## src/rtl/dm_cache_ctrl.sv

```systemverilog
// dm_cache_ctrl: direct-mapped, write-back, write-allocate cache controller
// between a CPU load/store port and word-addressed main RAM.
//
// Ports:
//   clk, reset        rising-edge clock, asynchronous active-high reset
//   cpu_req/we/addr/wdata   CPU request (accepted while cpu_ready=1)
//   cpu_ready         controller idle, can accept a request
//   cpu_done          one-cycle completion pulse
//   cpu_rdata         read data, valid while cpu_done=1
//   hit               high with cpu_done when the first lookup hit
//   mem_req/we/addr/wdata   RAM word request (held until mem_ack)
//   mem_rdata, mem_ack      RAM read data and word-complete strobe
//   hit_count, miss_count   request statistics, only with CACHE_STATS_EN
//
// Optional build macro: CACHE_STATS_EN adds saturating hit/miss counters.
module dm_cache_ctrl #(
    parameter int ADDR_W = 32,
    parameter int DATA_W = 32,
    parameter int LINES  = 4,
    parameter int WORDS  = 4
) (
    input  logic              clk,
    input  logic              reset,
    input  logic              cpu_req,
    input  logic              cpu_we,
    input  logic [ADDR_W-1:0] cpu_addr,
    input  logic [DATA_W-1:0] cpu_wdata,
    output logic              cpu_ready,
    output logic              cpu_done,
    output logic [DATA_W-1:0] cpu_rdata,
    output logic              hit,
    output logic              mem_req,
    output logic              mem_we,
    output logic [ADDR_W-1:0] mem_addr,
    output logic [DATA_W-1:0] mem_wdata,
    input  logic [DATA_W-1:0] mem_rdata,
    input  logic              mem_ack
`ifdef CACHE_STATS_EN
    ,
    output logic [31:0]       hit_count,
    output logic [31:0]       miss_count
`endif
);

    localparam int OFF_W = $clog2(WORDS);
    localparam int IDX_W = $clog2(LINES);
    localparam int TAG_W = ADDR_W - IDX_W - OFF_W;

    typedef enum logic [1:0] {
        IDLE,
        COMPARE,
        WRITEBACK,
        REFILL
    } state_t;

    state_t state_q, state_d;

    logic [OFF_W-1:0]  cnt_q, cnt_d, cnt_nxt;
    logic              cnt_last;
    logic              we_q, we_d;
    logic [ADDR_W-1:0] addr_q, addr_d;
    logic [DATA_W-1:0] wdata_q, wdata_d;
    logic              miss_q, miss_d;
    logic [LINES-1:0]  valid_q, valid_d;
    logic [LINES-1:0]  dirty_q, dirty_d;

    logic              cpu_ready_q, cpu_ready_d;
    logic              cpu_done_q, cpu_done_d;
    logic              hit_q, hit_d;
    logic              mem_req_q, mem_req_d;
    logic              mem_we_q, mem_we_d;
    logic [ADDR_W-1:0] mem_addr_q, mem_addr_d;
    logic [DATA_W-1:0] mem_wdata_q, mem_wdata_d;

    // Tag and data storage carry no reset; valid bits guard them.
    logic [TAG_W-1:0]  tag_q  [LINES];
    logic [DATA_W-1:0] data_q [LINES][WORDS];

    logic              arr_we;
    logic [OFF_W-1:0]  arr_off;
    logic [DATA_W-1:0] arr_wdata;
    logic              tag_we;

    logic [OFF_W-1:0]  req_off;
    logic [IDX_W-1:0]  req_idx;
    logic [TAG_W-1:0]  req_tag;
    logic [TAG_W-1:0]  old_tag;
    logic              cmp_hit;

    logic [IDX_W-1:0]  lk_idx;
    logic [TAG_W-1:0]  lk_tag;
    logic              lk_hit;

    assign req_off = addr_q[OFF_W-1:0];
    assign req_idx = addr_q[OFF_W +: IDX_W];
    assign req_tag = addr_q[ADDR_W-1 -: TAG_W];
    assign old_tag = tag_q[req_idx];
    assign cmp_hit = valid_q[req_idx] && (old_tag == req_tag);

    // Lookup on the incoming address so that a hit's cpu_done can be
    // registered at acceptance and appear in the very next cycle.
    assign lk_idx = cpu_addr[OFF_W +: IDX_W];
    assign lk_tag = cpu_addr[ADDR_W-1 -: TAG_W];
    assign lk_hit = valid_q[lk_idx] && (tag_q[lk_idx] == lk_tag);

    assign cnt_nxt  = cnt_q + OFF_W'(1);
    assign cnt_last = (cnt_q == OFF_W'(WORDS - 1));

    always_comb begin
        state_d     = state_q;
        cnt_d       = cnt_q;
        we_d        = we_q;
        addr_d      = addr_q;
        wdata_d     = wdata_q;
        miss_d      = miss_q;
        valid_d     = valid_q;
        dirty_d     = dirty_q;
        cpu_ready_d = cpu_ready_q;
        cpu_done_d  = 1'b0;
        hit_d       = 1'b0;
        mem_req_d   = mem_req_q;
        mem_we_d    = mem_we_q;
        mem_addr_d  = mem_addr_q;
        mem_wdata_d = mem_wdata_q;
        arr_we      = 1'b0;
        arr_off     = req_off;
        arr_wdata   = wdata_q;
        tag_we      = 1'b0;

        unique case (state_q)
            IDLE: begin
                if (cpu_req) begin
                    we_d        = cpu_we;
                    addr_d      = cpu_addr;
                    wdata_d     = cpu_wdata;
                    miss_d      = 1'b0;
                    cpu_ready_d = 1'b0;
                    cpu_done_d  = lk_hit;
                    hit_d       = lk_hit;
                    state_d     = COMPARE;
                end
            end

            COMPARE: begin
                if (cmp_hit) begin
                    if (we_q) begin
                        arr_we           = 1'b1;
                        dirty_d[req_idx] = 1'b1;
                    end
                    cpu_ready_d = 1'b1;
                    state_d     = IDLE;
                end else begin
                    miss_d    = 1'b1;
                    cnt_d     = '0;
                    mem_req_d = 1'b1;
                    if (valid_q[req_idx] && dirty_q[req_idx]) begin
                        mem_we_d    = 1'b1;
                        mem_addr_d  = {old_tag, req_idx, {OFF_W{1'b0}}};
                        mem_wdata_d = data_q[req_idx][0];
                        state_d     = WRITEBACK;
                    end else begin
                        // Line contents are about to be overwritten.
                        valid_d[req_idx] = 1'b0;
                        mem_we_d         = 1'b0;
                        mem_addr_d       = {req_tag, req_idx, {OFF_W{1'b0}}};
                        state_d          = REFILL;
                    end
                end
            end

            WRITEBACK: begin
                if (mem_ack) begin
                    if (cnt_last) begin
                        dirty_d[req_idx] = 1'b0;
                        valid_d[req_idx] = 1'b0;
                        cnt_d            = '0;
                        mem_we_d         = 1'b0;
                        mem_addr_d       = {req_tag, req_idx, {OFF_W{1'b0}}};
                        state_d          = REFILL;
                    end else begin
                        cnt_d       = cnt_nxt;
                        mem_addr_d  = {old_tag, req_idx, cnt_nxt};
                        mem_wdata_d = data_q[req_idx][cnt_nxt];
                    end
                end
            end

            REFILL: begin
                if (mem_ack) begin
                    arr_we    = 1'b1;
                    arr_off   = cnt_q;
                    arr_wdata = mem_rdata;
                    if (cnt_last) begin
                        tag_we           = 1'b1;
                        valid_d[req_idx] = 1'b1;
                        dirty_d[req_idx] = 1'b0;
                        cnt_d            = '0;
                        mem_req_d        = 1'b0;
                        mem_we_d         = 1'b0;
                        // The re-compare always hits, so completion is
                        // known now and registered for the next cycle.
                        cpu_done_d       = 1'b1;
                        hit_d            = 1'b0;
                        state_d          = COMPARE;
                    end else begin
                        cnt_d      = cnt_nxt;
                        mem_addr_d = {req_tag, req_idx, cnt_nxt};
                    end
                end
            end

            default: begin
                state_d = IDLE;
            end
        endcase
    end

    always_ff @(posedge clk or posedge reset) begin
        if (reset) begin
            state_q     <= IDLE;
            cnt_q       <= '0;
            we_q        <= 1'b0;
            addr_q      <= '0;
            wdata_q     <= '0;
            miss_q      <= 1'b0;
            valid_q     <= '0;
            dirty_q     <= '0;
            cpu_ready_q <= 1'b1;
            cpu_done_q  <= 1'b0;
            hit_q       <= 1'b0;
            mem_req_q   <= 1'b0;
            mem_we_q    <= 1'b0;
            mem_addr_q  <= '0;
            mem_wdata_q <= '0;
        end else begin
            state_q     <= state_d;
            cnt_q       <= cnt_d;
            we_q        <= we_d;
            addr_q      <= addr_d;
            wdata_q     <= wdata_d;
            miss_q      <= miss_d;
            valid_q     <= valid_d;
            dirty_q     <= dirty_d;
            cpu_ready_q <= cpu_ready_d;
            cpu_done_q  <= cpu_done_d;
            hit_q       <= hit_d;
            mem_req_q   <= mem_req_d;
            mem_we_q    <= mem_we_d;
            mem_addr_q  <= mem_addr_d;
            mem_wdata_q <= mem_wdata_d;
        end
    end

    always_ff @(posedge clk) begin
        if (arr_we) begin
            data_q[req_idx][arr_off] <= arr_wdata;
        end
        if (tag_we) begin
            tag_q[req_idx] <= req_tag;
        end
    end

    assign cpu_ready = cpu_ready_q;
    assign cpu_done  = cpu_done_q;
    assign hit       = hit_q;
    assign mem_req   = mem_req_q;
    assign mem_we    = mem_we_q;
    assign mem_addr  = mem_addr_q;
    assign mem_wdata = mem_wdata_q;

    // Read data is only driven while a completion is being reported.
    assign cpu_rdata = (state_q == COMPARE && cpu_done_q) ?
                       data_q[req_idx][req_off] : '0;

`ifdef CACHE_STATS_EN
    logic [31:0] hit_cnt_q, hit_cnt_d;
    logic [31:0] miss_cnt_q, miss_cnt_d;

    always_comb begin
        hit_cnt_d  = hit_cnt_q;
        miss_cnt_d = miss_cnt_q;
        if (cpu_done_q) begin
            if (hit_q) begin
                if (hit_cnt_q != 32'hFFFF_FFFF) begin
                    hit_cnt_d = hit_cnt_q + 32'd1;
                end
            end else begin
                if (miss_cnt_q != 32'hFFFF_FFFF) begin
                    miss_cnt_d = miss_cnt_q + 32'd1;
                end
            end
        end
    end

    always_ff @(posedge clk or posedge reset) begin
        if (reset) begin
            hit_cnt_q  <= '0;
            miss_cnt_q <= '0;
        end else begin
            hit_cnt_q  <= hit_cnt_d;
            miss_cnt_q <= miss_cnt_d;
        end
    end

    assign hit_count  = hit_cnt_q;
    assign miss_count = miss_cnt_q;
`endif

endmodule

```

## config.mk

```make
export PLATFORM = sky130hd
export DESIGN_NAME = dm_cache_ctrl
export DESIGN_NICKNAME = d
export VERILOG_FILES = /design/src/rtl/dm_cache_ctrl.sv
export SDC_FILE = /design/constraint.sdc
export NUM_CORES = 1
export LEC_CHECK = 0
export ABC_AREA = 1
export BUFFER_PORTS_ARGS = -buffer_cell sky130_fd_sc_hd__buf_2
export CORE_AREA = 2 2 275 277
export DETAILED_ROUTE_END_ITERATION = 16
export DIE_AREA = 0 0 277 279
export GPL_TIMING_DRIVEN = 1
export SKIP_LAST_GASP = 1
export SLEW_MARGIN = 5
export SYNTH_ARGS = -nofsm -noshare
export SYNTH_HDL_FRONTEND = slang
export SYNTH_SLANG_ARGS = --single-unit
```

## constraint.sdc

```tcl
create_clock -name clk -period 5.3 [get_ports clk]
set_input_delay 0.53 -clock clk [delete_from_list [all_inputs] [get_ports clk]]
set_output_delay 0.53 -clock clk [all_outputs]
set_load 0.005 [all_outputs]
```

**Word-level counts from Yosys, hierarchy flattened**

Memories as Yosys holds them, arrays and structs flattened.
Index checks and enable logic that the tools add are counted.

- Bits in writable memories: 624
- Register bits: 146
- Logic and storage cells: 156
- Output and inout bits: 101
- Memories kept: 2
- Input port bits: 101

- Bitwise gates (word level): 8
- Muxes and demuxes: 81
- Equality and inequality tests: 20
- Magnitude comparators: 7
- $add $sub $neg: 1
- Reduce and logical (&&, ||, !) cells: 23

Memories:

| name | depth | bits a word | read ports | clocked after memory_dff | write ports | RTL line | text |
|---|---|---|---|---|---|---|---|
| data_q | 4 | 128 | 1 | 0 | 1 | 77 | `logic [DATA_W-1:0] data_q [LINES][WORDS];` |
| tag_q | 4 | 28 | 2 | 0 | 1 | 76 | `logic [TAG_W-1:0] tag_q [LINES];` |

Operators by type and width:

| cell | number |
|---|---|
| $mux 32 | 18 |
| $bmux 32 s2 | 2 |
| $mux 128 | 1 |
| $pmux 32 s3 | 1 |
| $demux 32 s2 | 1 |
| $pmux 32 s2 | 1 |
| $eq 28x28->1 | 2 |
| $mux 4 | 10 |
| $ne 2x2->1 const B | 12 |
| $mux 1 | 23 |
| $mux 2 | 11 |
| $reduce_and 5->1 | 4 |
| $pmux 4 s3 | 1 |
| $pmux 1 s2 | 5 |
| $ge 3x3->1 const B | 3 |
| $not 2->3 | 3 |
| $and 4x4->4 | 2 |
| $or 4x4->4 | 2 |
| $pmux 2 s4 | 1 |
| $pmux 4 s2 | 1 |
| $reduce_and 4->1 | 2 |
| $reduce_bool 2->1 | 4 |
| $reduce_and 7->1 | 1 |
| $bmux 1 s2 | 3 |
| other kinds (16) | 26 |

**Longest topological paths before layout**

- Depth after elaboration: 9
- Gate-level depth with buffers: 20
- Depth with buffers taken out: 17

**Least setup slack after synthesis**

No wires, ideal clock.

- Path type: register -> register
- Start point: register addr_q[2]
- End point: memory data_q[0][0] (netlist name), enable pin
- Stages on the path, launching flop included: 17
- Setup slack: 1.577 ns
- Required time: 4.879 ns
- Path buffers: 3
- Setup time: 0.421 ns
- Arrival: 3.302 ns
- Period minus slack after synthesis: 3.723 ns
- Cell sequence: dfrtp_1 buf_4 buf_6 buf_2 nand2_1 nand2_1 nand2_1 nand3_1 nand2_1 nand2_1 nor2_1 nand3_1 nor2_4 nand3_1 o21ai_2 nand2_1 nor2_1

- Cells in the longest elaborated chain, start to end: 7
- Elaborated cells between the ends (all ways): 9
- Those cells by class: 1 x eq/ne; 6 x mux; 1 x reduce/logical; 1 x memory

RTL lines:

| item | RTL line | text |
|---|---|---|
| from (decl) | 61 | `logic [ADDR_W-1:0] addr_q, addr_d;` |
| from (signal assigned) | 239 | `addr_q <= addr_d;` |
| $mem_v2 4x28 or $bmux 1 s2 (tied branches) | - |  |
| $eq 28x28->1 or $mux 1 (tied branches) | 98 | `assign cmp_hit = valid_q[req_idx] && (old_tag == req_tag);` |
| $logic_and 1x1->1 | 98 |  |
| $mux 1 | 145 | `if (cmp_hit) begin` |
| $pmux 1 s2 | 130 | `unique case (state_q)` |
| $mux 1 | 255 | `if (arr_we) begin` |
| $mux 128 (not written as such) | 256 | `data_q[req_idx][arr_off] <= arr_wdata;` |
| to (decl) | 77 |  |

Parallel ways exist; a longest one is shown, timed or not. The select of a mux whose other input is x is not followed.

**Worst setup path in the final report**

- Start point: register addr_q[2]
- End point: output cpu_rdata[11]

- Cells in the longest elaborated chain, start to end: 5

RTL lines:

| item | RTL line | text |
|---|---|---|
| $mem_v2 4x128 | - |  |
| $bmux 32 s2 | 273 | `data_q[req_idx][req_off] : '0;` |
| $mux 32 (not written as such) (2 in a row) | 273 |  |
| $mux 32 | 272 | `assign cpu_rdata = (state_q == COMPARE && cpu_done_q) ?` |
| to (decl) | 30 | `output logic [DATA_W-1:0] cpu_rdata,` |

No other way between the ends. The select of a mux whose other input is x is not followed.

==> metrics.md <==
| Metric | Value |
|---|---|
| Hold_buf cts | 1 |
| Clock-pin slew on the worst setup and hold paths | 0.06 ns |
| WS Path Type | register to output port |
| Core area | 74,100 um2 |
| Mapped cell area | 33,300 um2 |
| Tmin final | 4.74 ns |
| Share of layout cells above drive strength 1 | 14.6% |
| Worst-Margin Slew | 1.26 ns |
| R2R Path End | data_q[0][22]$_DFFE_PP_ |
| VDD IR max | 0.317 mV |
| Hold Path End | wdata_q[18]$_DFFE_PP0P_ |
| DP HPWL | 63.5 mm |
| Ys Warns | 0 |
| Grt total ovfl | 0 |
| Post-Layout Cell Count | 4,230 |
| Largest cells by area after synthesis | edfxtp_1 (56%), nand2_1 (12%), dfrtp_1 (11%), a22oi_1 (3.2%), nand3_1 (2.3%) |
| Critical Path RT | 4.77 ns |
| Avg Cell Area, Syn | 11.0 um2 |
| Clock Path Buffers | 3 |
| Post-synth EDFFs | 624 |
| Multi-input combinational cell area | 9890 um2 |
| Drt initial violations | 2,509 |
| Post-CTS setup buffers | 0 |
| Setup WS post-layout | 0.558 ns |
| Status | finished clean |
| # clock sinks | 770 |
| Placed cell count | 4,077 |
| Max Fanout on Critical Path | 61 |
| Slew margin rel. | 15.9% |
| CTS root buf | clkbuf_16 |
| Final setup viols | 0 |
| Final Power | 22.7 mW |
| Post-route DRC | 0 |
| Vias in the first global route | 24,100 |
| PortBufs | 201 |
| Via count | 24,600 |
| Number of core rows | 100 |
| Hold Fails Final Rpt | 0 |
| RSZ-0062 raised after global routing | false |
| First-pass GRT wire length | 153 mm |
| Yosys top cell by area | edfxtp_1 |
| Worst-skew pair later-pin latency | 0.66 ns |
| Pwr/cell area | 593 nW/um2 |
| Max Cap Violations | 0 |
| Initial Utilization | 44.9% |
| Die area | 77,300 um2 |
| Initial antenna violation count | 1 |
| CTS Buf Count | 82 |
| TritonCTS clock tree | built |
| Gp weighted congestion | 0.882 |
| Register area share after synthesis | 67.3% |
| Crit path capture type | output port |
| Reg area | 22,400 um2 |
| Combinational power share | 36.6% |
| Min-Delay Path Depth | 3 |
| Router iterations before antenna repair | 6 |
| Commonest cells post-synth | nand2_1 (1,048), edfxtp_1 (624), nand3_1 (155), o21ai_0 (155), dfrtp_1 (145) |
| Die height | 279 um |
| Share of power burned in registers | 37.3% |
| Top-count cell post-synth | nand2_1 |
| # fillers | 6,585 |
| F_max | 211 MHz |
| Cells after Synth | 3,026 |
| # diodes | 0 |
| Synth Net Count | 3,133 |
| Worst min path class | input pin to register |
| Synth-to-layout area growth | 15.1% |
| R2R Path Start | addr_q[2]$_DFFE_PP0P_ |
| Pre-CTS setup slack | 1.02 ns |
| H-tree levels | 3 |
| Switching part of the total | 39.6% |
| Sw power | 8.99 mW |
| Worst-case reg-to-reg path depth | 14 |
| Top FF cell, synth | edfxtp_1 |
| Vias per cell | 5.82 |
| Largest net degree at the start of global routing | 134 |
| Startpoint Class | register |
| Final Util | 51.7% |
| Distinct cells, synth | 43 |
| Die width | 277 um |
| Nets | 3,300 |
| Io pins | 202 |
| Remaining antenna violation count | 0 |
| Setup TNS | 0 ns |
| WL/cell | 24.3 um |
| Post-CTS sizing | 0 |
| Leakage Power | 15.2 nW |
| Final Max Tran Viols | 0 |
| Clk pwr share | 26.1% |
| R2R setup slack | 0.91 ns |
| Total Wirelength | 103 mm |
| Internal Power | 13.7 mW |
| Synth top area share | 56.3% |
| Post-synth ARST share | 19.0% |
| Hold path start | cpu_wdata[18] |
| Setup Skew | 0.0315 ns |
| Total track usage | 26.4% |
| Final worst path period share | 89.5% |
| #FFs+latches synth | 770 |
| Worst path arrival time | 4.21 ns |
-- cell families (layout without fill, tap and decap cells) --
kind of cell,after synthesis,in the layout,synth area share [%]
compound gates,580,580,11.6
mux,32,32,1.08
flops,770,770,67.3
simple gates,1331,1331,15.9
fa+ha+maj,6,6,0.225
xor+xnor,12,12,0.316
buf+inv,295,530,3.59
-- cells in the final DEF (no fill, tap or decap), types with 34 or more instances in the layout --
cell / count
edfxtp_1: 624
nand2_1: 1046
a221oi_1: 64
buf_4: 58
dfrtp_1: 142
a21oi_1: 81
nor2_1: 69
nand3_1: 155
a22oi_1: 141
buf_2: 201
o211ai_1: 34
o21ai_0: 155
clkbuf_16: 83
inv_1: 100
-- power groups by stage --
stage | Combinational [mW] | Clock (mW) | Sequential, mW
floorplan | 5.07 | 0 | 8.43
global placement | 8.14 | 0 | 8.54
detailed placement | 8.27 | 0 | 8.58
CTS | 8.30 | 6.02 | 8.47
global route | 9.10 | 6.24 | 8.56
finish | 8.31 | 5.94 | 8.47
-- through the flow --
stage          hold WS (ns)  instance area (um2)
4_1_cts              0.0473                38300
2_1_floorplan         0.442                33300
6_report             0.0698                38300
5_1_grt              0.0603                38300
3_5_place_dp          0.459                35500
3_3_place_gp          0.457                35500
-- registers in the layout, indices dropped and copies added, names as in the netlist, 2 cells and up, named ones only --
register   flops
data_q       512
tag_q        112
addr_q        32
mem_addr      32
mem_wdata     32
wdata_q       32
cnt_q          2
state_q        2
-- cell type report --
class                   instances  share of cell area, %
clock inverters                42                   1.33
multi-input cells            1961                   25.8
well taps                     969                   3.16
repair buffers                266                   4.10
clock buffers                 110                   6.02
inverters                     112                   1.12
flip-flops and latches        770                   58.4
-- worst max-delay path by stage --
stage,end,cells past startpoint,startpoint
after floorplan,async pin,1,reset
after detailed placement,data_q[0][14]$_DFFE_PP_,14,addr_q[2]$_DFFE_PP0P_
after global routing,cpu_rdata[11],10,addr_q[2]$_DFFE_PP0P_
after global placement,data_q[0][7]$_DFFE_PP_,14,addr_q[2]$_DFFE_PP0P_
final,cpu_rdata[11],10,addr_q[2]$_DFFE_PP0P_
after CTS,cpu_rdata[11],10,addr_q[2]$_DFFE_PP0P_
-- critical path, stage by stage (launching register included) --
cell and delay [ns]:
dfrtp_2 0.36, buf_4 0.57, nand2_2 0.42, inv_4 0.37, buf_4 0.60, a22o_1 0.25, a221oi_1 0.06, nand2_1 0.11
nand3_1 0.07, a21oi_1 0.44, buf_2 0.21
-- layer usage --
metal	up-vias	track usage [%]	share of wire, %
li1	11100	-	-
met1	12200	34.8	41
met2	1149	44.4	49
met3	192	4.32	7.5
met4	2	9.13	3.1
met5	-	0	0.013
Note: power is estimated with default switching activity, not from simulation.
